## src/rtl/lifo_stack_if.sv

```systemverilog
// lifo_stack_if: push/pop handshake and status bundle for lifo_stack.
// master drives strobes and push data; slave (the stack) drives top-of-stack and status.
interface lifo_stack_if #(
  parameter int unsigned WIDTH = 3,
  parameter int unsigned DEPTH = 20
);
  localparam int unsigned CW = $clog2(DEPTH + 1);

  logic             PUSH_STB;
  logic [WIDTH-1:0] PUSH_DAT;
  logic             POP_STB;
  logic [WIDTH-1:0] POP_DAT;
  logic             EMPTY;
  logic             FULL;
  logic [CW-1:0]    COUNT;
  logic             OVF;
  logic             UDF;

  modport master (
    output PUSH_STB, PUSH_DAT, POP_STB,
    input  POP_DAT, EMPTY, FULL, COUNT, OVF, UDF
  );

  modport slave (
    input  PUSH_STB, PUSH_DAT, POP_STB,
    output POP_DAT, EMPTY, FULL, COUNT, OVF, UDF
  );
endinterface

```

## src/rtl/lifo_stack.sv

```systemverilog
// lifo_stack: single-cycle push / pop / replace-top LIFO of DEPTH x WIDTH words.
// Top of stack is read combinationally; COUNT is the write pointer.
// Optional macro STACK_ERR_EN builds sticky overflow/underflow flags (OVF/UDF);
// without it both flags are tied low and illegal operations are silently ignored.
module lifo_stack #(
  parameter int unsigned WIDTH = 3,
  parameter int unsigned DEPTH = 20
) (
  input logic         CLK,
  input logic         RST,
  lifo_stack_if.slave bus
);

  localparam int unsigned CW = $clog2(DEPTH + 1);
  localparam int unsigned AW = (DEPTH > 1) ? $clog2(DEPTH) : 1;

  // Reject out-of-range depths at elaboration.
  if (DEPTH < 2 || DEPTH > 1024) begin : g_bad_depth
    $error("lifo_stack: DEPTH must be in 2..1024");
  end

  logic [WIDTH-1:0] mem [DEPTH];
  logic [CW-1:0]    count_q;
  logic [CW-1:0]    count_d;
  logic             wr_en;
  logic [AW-1:0]    wr_idx;
  logic [AW-1:0]    top_idx;
  logic             empty_c;
  logic             full_c;
`ifdef STACK_ERR_EN
  logic             ovf_q;
  logic             udf_q;
  logic             ovf_set;
  logic             udf_set;
`endif

  // Status decode from the pointer.
  assign empty_c = (count_q == '0);
  assign full_c  = (count_q == CW'(DEPTH));
  assign top_idx = AW'(count_q - CW'(1));

  // Next-pointer, write-port and error-set decode from the strobe pair.
  always_comb begin
    count_d = count_q;
    wr_en   = 1'b0;
    wr_idx  = '0;
`ifdef STACK_ERR_EN
    ovf_set = 1'b0;
    udf_set = 1'b0;
`endif
    unique case ({bus.PUSH_STB, bus.POP_STB})
      2'b10: begin
        if (!full_c) begin
          wr_en   = 1'b1;
          wr_idx  = AW'(count_q);
          count_d = count_q + CW'(1);
        end else begin
`ifdef STACK_ERR_EN
          ovf_set = 1'b1;
`endif
        end
      end
      2'b01: begin
        if (!empty_c) begin
          count_d = count_q - CW'(1);
        end else begin
`ifdef STACK_ERR_EN
          udf_set = 1'b1;
`endif
        end
      end
      2'b11: begin
        // Replace top; on an empty stack this degenerates to a plain push.
        wr_en = 1'b1;
        if (!empty_c) begin
          wr_idx = top_idx;
        end else begin
          wr_idx  = '0;
          count_d = CW'(1);
        end
      end
      default: begin
      end
    endcase
  end

  // Pointer register; reset discards all entries immediately.
  always_ff @(posedge CLK or negedge RST) begin
    if (!RST) begin
      count_q <= '0;
    end else begin
      count_q <= count_d;
    end
  end

  // Storage write port; contents are not reset since only entries below COUNT are visible.
  always_ff @(posedge CLK) begin
    if (wr_en) begin
      mem[wr_idx] <= bus.PUSH_DAT;
    end
  end

`ifdef STACK_ERR_EN
  // Sticky error flags, cleared only by reset.
  always_ff @(posedge CLK or negedge RST) begin
    if (!RST) begin
      ovf_q <= 1'b0;
      udf_q <= 1'b0;
    end else begin
      if (ovf_set) ovf_q <= 1'b1;
      if (udf_set) udf_q <= 1'b1;
    end
  end

  assign bus.OVF = ovf_q;
  assign bus.UDF = udf_q;
`else
  assign bus.OVF = 1'b0;
  assign bus.UDF = 1'b0;
`endif

  // Empty stack reads all-zero, which is not a valid operator code.
  assign bus.POP_DAT = empty_c ? '0 : mem[top_idx];
  assign bus.EMPTY   = empty_c;
  assign bus.FULL    = full_c;
  assign bus.COUNT   = count_q;

endmodule

```

## src/flat_wrapper.sv

```systemverilog
// flat-port wrapper written by rule: the top's interface ports become plain ports
module lifo_stack_flat 
#(
  parameter int unsigned WIDTH = 3,
  parameter int unsigned DEPTH = 20
)
  (CLK, RST, bus_PUSH_STB, bus_PUSH_DAT, bus_POP_STB, bus_POP_DAT, bus_EMPTY, bus_FULL, bus_COUNT, bus_OVF, bus_UDF);
  lifo_stack_if #(.WIDTH(WIDTH), .DEPTH(DEPTH)) bus_i ();
  input logic CLK;
  input logic RST;
  input wire logic [$bits(bus_i.PUSH_STB)-1:0] bus_PUSH_STB;
  input wire logic [$bits(bus_i.PUSH_DAT)-1:0] bus_PUSH_DAT;
  input wire logic [$bits(bus_i.POP_STB)-1:0] bus_POP_STB;
  output wire logic [$bits(bus_i.POP_DAT)-1:0] bus_POP_DAT;
  output wire logic [$bits(bus_i.EMPTY)-1:0] bus_EMPTY;
  output wire logic [$bits(bus_i.FULL)-1:0] bus_FULL;
  output wire logic [$bits(bus_i.COUNT)-1:0] bus_COUNT;
  output wire logic [$bits(bus_i.OVF)-1:0] bus_OVF;
  output wire logic [$bits(bus_i.UDF)-1:0] bus_UDF;
  assign bus_i.PUSH_STB = bus_PUSH_STB;
  assign bus_i.PUSH_DAT = bus_PUSH_DAT;
  assign bus_i.POP_STB = bus_POP_STB;
  assign bus_POP_DAT = bus_i.POP_DAT;
  assign bus_EMPTY = bus_i.EMPTY;
  assign bus_FULL = bus_i.FULL;
  assign bus_COUNT = bus_i.COUNT;
  assign bus_OVF = bus_i.OVF;
  assign bus_UDF = bus_i.UDF;
  lifo_stack #(.WIDTH(WIDTH), .DEPTH(DEPTH)) u_core (.CLK(CLK), .RST(RST), .bus(bus_i));
endmodule
```

## config.mk

```make
export PLATFORM = sky130hd
export DESIGN_NAME = lifo_stack_flat
export DESIGN_NICKNAME = d
export VERILOG_FILES = /design/src/rtl/lifo_stack_if.sv /design/src/rtl/lifo_stack.sv /design/src/flat_wrapper.sv
export SDC_FILE = /design/constraint.sdc
export NUM_CORES = 1
export LEC_CHECK = 0
export ABC_AREA = 1
export CAP_MARGIN = 20
export CELL_PAD_IN_SITES_DETAIL_PLACEMENT = 0
export CELL_PAD_IN_SITES_GLOBAL_PLACEMENT = 1
export CORE_UTILIZATION = 40
export DETAILED_ROUTE_END_ITERATION = 8
export GPL_ROUTABILITY_DRIVEN = 0
export PLACE_DENSITY = 0.77
export REMOVE_ABC_BUFFERS = 1
export SYNTH_ARGS = -nofsm -noshare
export SYNTH_HDL_FRONTEND = slang
export SYNTH_SLANG_ARGS = --single-unit
```

## constraint.sdc

```tcl
create_clock -name CLK -period 3.85 [get_ports CLK]
set_clock_uncertainty 0.2 [all_clocks]
set_input_delay 1.155 -clock CLK [delete_from_list [all_inputs] [get_ports CLK]]
set_output_delay 1.155 -clock CLK [all_outputs]
set_load 0.02 [all_outputs]
```

==> impl_summary.log <==
INFO  metric power.leakage = 1.42 nW
INFO  metric timing.hold.ws = 438 ps
INFO  metric crit_type = reg2out
INFO  metric numPlacedInstances = 431
INFO  metric postPlaceCellArea = 0.00340 mm2
INFO  metric first_global_vias = 2190
INFO  metric cts_root_buffer_type = sky130_fd_sc_hd__clkbuf_8
INFO  metric crit_end_element = output pin
INFO  metric cp-start-kind = flip-flop
INFO  metric grt-ovfl-total = 0
INFO  metric ys_types = 28
INFO  metric wire_per_inst = 16.2 um
INFO  metric detail_route.first_pass.iterations = 4
INFO  metric share_of_the_synthesized_area_in_compound_gates_ao_oa_aoi_oai = 0.0419
INFO  metric critical-path-top-cell-by-count = sky130_fd_sc_hd__nand3_1
INFO  metric design.final.nets = 357
INFO  metric final.period_utilization = 0.964
INFO  metric r2r-start = u_core.bus.COUNT[1]
INFO  metric wire_length_of_the_first_global_routing_pass = 11.6 mm
INFO  metric whs_endpoint = u_core.bus.COUNT[1]
INFO  metric cell_breakdown_of_the_critical_path = inv_1 -> ha_2 -> clkinvlp_4 -> buf_4 -> nand3_1 -> nand3_1 -> nand3_1 -> nand3_1 -> nand2_1 -> dlygate4sd2_1
INFO  metric timing.hold.worst.start = u_core.bus.COUNT[1]
INFO  metric max_cap_violations = 0
INFO  metric simple_gate_portion_of_the_synthesized_area = 0.266
INFO  metric timing.critical_path.from = u_core.bus.COUNT[1]
INFO  metric viasPerCell = 5.09
INFO  metric cp_data_required_time = 2490 ps
INFO  metric multi_input_comb_area = 0.00104 mm2
INFO  metric row_count = 31
INFO  metric via_count = 2302
INFO  metric grt_setup_unrepaired = no
INFO  metric timing_worst_slew_pin_value = 813 ps
INFO  metric critical_path_arrival = 2360 ps
INFO  metric ctsHtreeMaxLevel = 3
INFO  metric post-dp-hpwl = 4.94 mm
INFO  metric drt_iter0_drcs = 270
INFO  metric wl = 7.31 mm
INFO  metric number_of_antenna_violations_at_the_first_check_in_global_routing = 0
INFO  metric totalPowerFinal = 3.14 mW
INFO  metric setup_tns = 0 ps
INFO  metric core = 0.00741 mm2
INFO  metric num-fill-cells = 684
INFO  metric crit_path_top_delay_cell = sky130_fd_sc_hd__ha_2
INFO  metric place.port_buffers = 16
INFO  metric delay_of_the_slowest_critical_path_stage = 420 ps
INFO  metric synth_xor_xnor_area_share = 0.00798
INFO  metric num_io_pins = 19
INFO  metric fmax = 0.269 GHz
INFO  metric cts_sinks = 65
INFO  metric area_delta_synth_final = 16.2%
INFO  metric total_count_of_hold_check_failures_in_the_final_report = 0
INFO  metric worst_setup_hold_path_clk_slew = 60 ps
INFO  metric grt_max_degree = 36
INFO  metric fraction_of_final_layout_cells_with_drive_strength_greater_than_1 = 0.133
INFO  metric place_worst_setup_slack = 293 ps
INFO  metric post-route-drc-count = 0
INFO  metric seqCellArea = 0.00193 mm2
INFO  metric diodes = 0
INFO  metric synth_area = 0.00314 mm2
INFO  metric post_synth_fa_ha_maj_area_fraction = 0.00798
INFO  metric timing.max_slew.rel_slack = 0.456
INFO  metric finalInstanceArea = 0.00365 mm2
INFO  metric layout.cells.most_common_list = sky130_fd_sc_hd__nand2_1, sky130_fd_sc_hd__edfxtp_1, sky130_fd_sc_hd__nand3_1, sky130_fd_sc_hd__nor2_1, sky130_fd_sc_hd__inv_1
INFO  metric layout.cells.most_common = sky130_fd_sc_hd__nand2_1
INFO  metric main_combinational_cell_family_by_area_after_synthesis = simple AND/OR/NAND/NOR gates
INFO  metric final_antenna_net_count = 0
INFO  metric synth.mux.area_fraction = 0
INFO  metric layout_setup_ws = 137 ps
INFO  metric cts.path.max_buffers = 2
INFO  metric clock_insertion_delay_worst_skew = 340 ps
INFO  metric tritoncts = yes
INFO  metric power-per-cell-area = 862 mW/mm2
INFO  metric die_area = 0.00820 mm2
INFO  metric synth_seq_area_share = 0.614
INFO  metric final_cells = 452
INFO  metric yosys_register_bits = 65
INFO  metric regToRegSetupSlack = 1370 ps
INFO  metric die_w = 90.6 um
INFO  metric syn-instance-count = 322
INFO  metric all_layer_global_routing_usage = 0.189
INFO  metric cts_inserted_buffers = 9
INFO  metric maxSlewViolCount = 0
INFO  metric reg2reg_depth = 9
INFO  metric worst-path-max-fanout = 8
INFO  metric yosys_warnings = 0
INFO  metric hold_class = reg2reg
INFO  metric status = finished clean
INFO  metric r2r_end = u_core.mem[13][1]
INFO  metric initial_utilization = 0.423
INFO  metric final_core_util = 0.492
INFO  metric vdd_ir_drop_max = 364 uV
INFO  metric min_path_cells = 3
INFO  metric period_needed = 3710 ps
INFO  metric finalSetupViolCount = 0
INFO  metric floorplan.die.height = 90.6 um
INFO  metric synth.avg_cell_area = 9.74 um2
==> routing by layer <==
metal,global-route usage,wire (um),vias to the layer above
met5,0,0,-
met4,0.0766,110,0
met3,0.0261,259,10
met2,0.281,3300,49
met1,0.279,3640,1104
li1,-,-,1139
==> state kept, by name (all words and copies together), names as in the netlist <==
register and count:
u_core.bus.COUNT 5, u_core.mem 60
==> how the worst max path moves through the flow <==
stage | cells past startpoint | end
2_1_floorplan | 8 | bus_POP_DAT[0]
3_3_place_gp | 9 | bus_POP_DAT[2]
3_5_place_dp | 10 | bus_POP_DAT[1]
4_1_cts | 9 | bus_POP_DAT[2]
5_1_grt | 10 | bus_POP_DAT[0]
6_report | 10 | bus_POP_DAT[0]
==> cell usage after synthesis, drive strengths merged <==
cell type	number	share of area
conb	1	0.0012
nor2	33	0.044
clkinv	1	0.0012
nor3	1	0.0016
inv	30	0.037
clkbuf	3	0.0036
o21a	2	0.0048
nand2	84	0.10
edfxtp	60	0.57
nand3	63	0.11
o21ai	15	0.024
dfrtp	5	0.040
ha	2	0.0080
o22ai	3	0.0060
buf	10	0.020
nand4	3	0.0060
xor2	1	0.0052
a21oi	3	0.0048
o21bai	1	0.0024
xnor2	1	0.0028
==> cell type report <==
cell class | count | share of cell area
tap | 99 | 0.0340
clock inverter | 5 | 0.0154
timing repair inverter | 1 | 0.00206
sequential | 65 | 0.528
inverter | 31 | 0.0336
timing repair buffer | 26 | 0.0655
clock buffer | 11 | 0.0360
multi-input combinational | 214 | 0.285
==> worst max-delay path, delay by kind of cell (launching register included) <==
family | cells | cell delay, ps
adder cells (fa/ha/maj) | 1 | 420
buffers and inverters | 4 | 790
flip-flops | 1 | 340
AND/OR/NAND/NOR | 5 | 470
==> cells by family after synthesis <==
group	count (synthesis)
and+or+nand+nor	184
buffers and inverters	44
adders and majority gates	2
xor gates and xnor gates	2
DFF	65
other	1
AOI/OAI and AO/OA	24
==> power by group <==
group / total, mW / internal [mW] / switching [mW]
combinational: 1.68 / 0.571 / 1.10
clock: 0.550 / 0.298 / 0.252
sequential: 0.918 / 0.867 / 0.0505
==> what timing repair did <==
action                                  in CTS  in global routing
hold buffers                                 0                  0
endpoints found under the setup margin       3                  1
gates resized for setup                      8                  1
gates cloned                                 1                  0
buffers inserted                             1                  3
(Power assumes the default switching activity.)
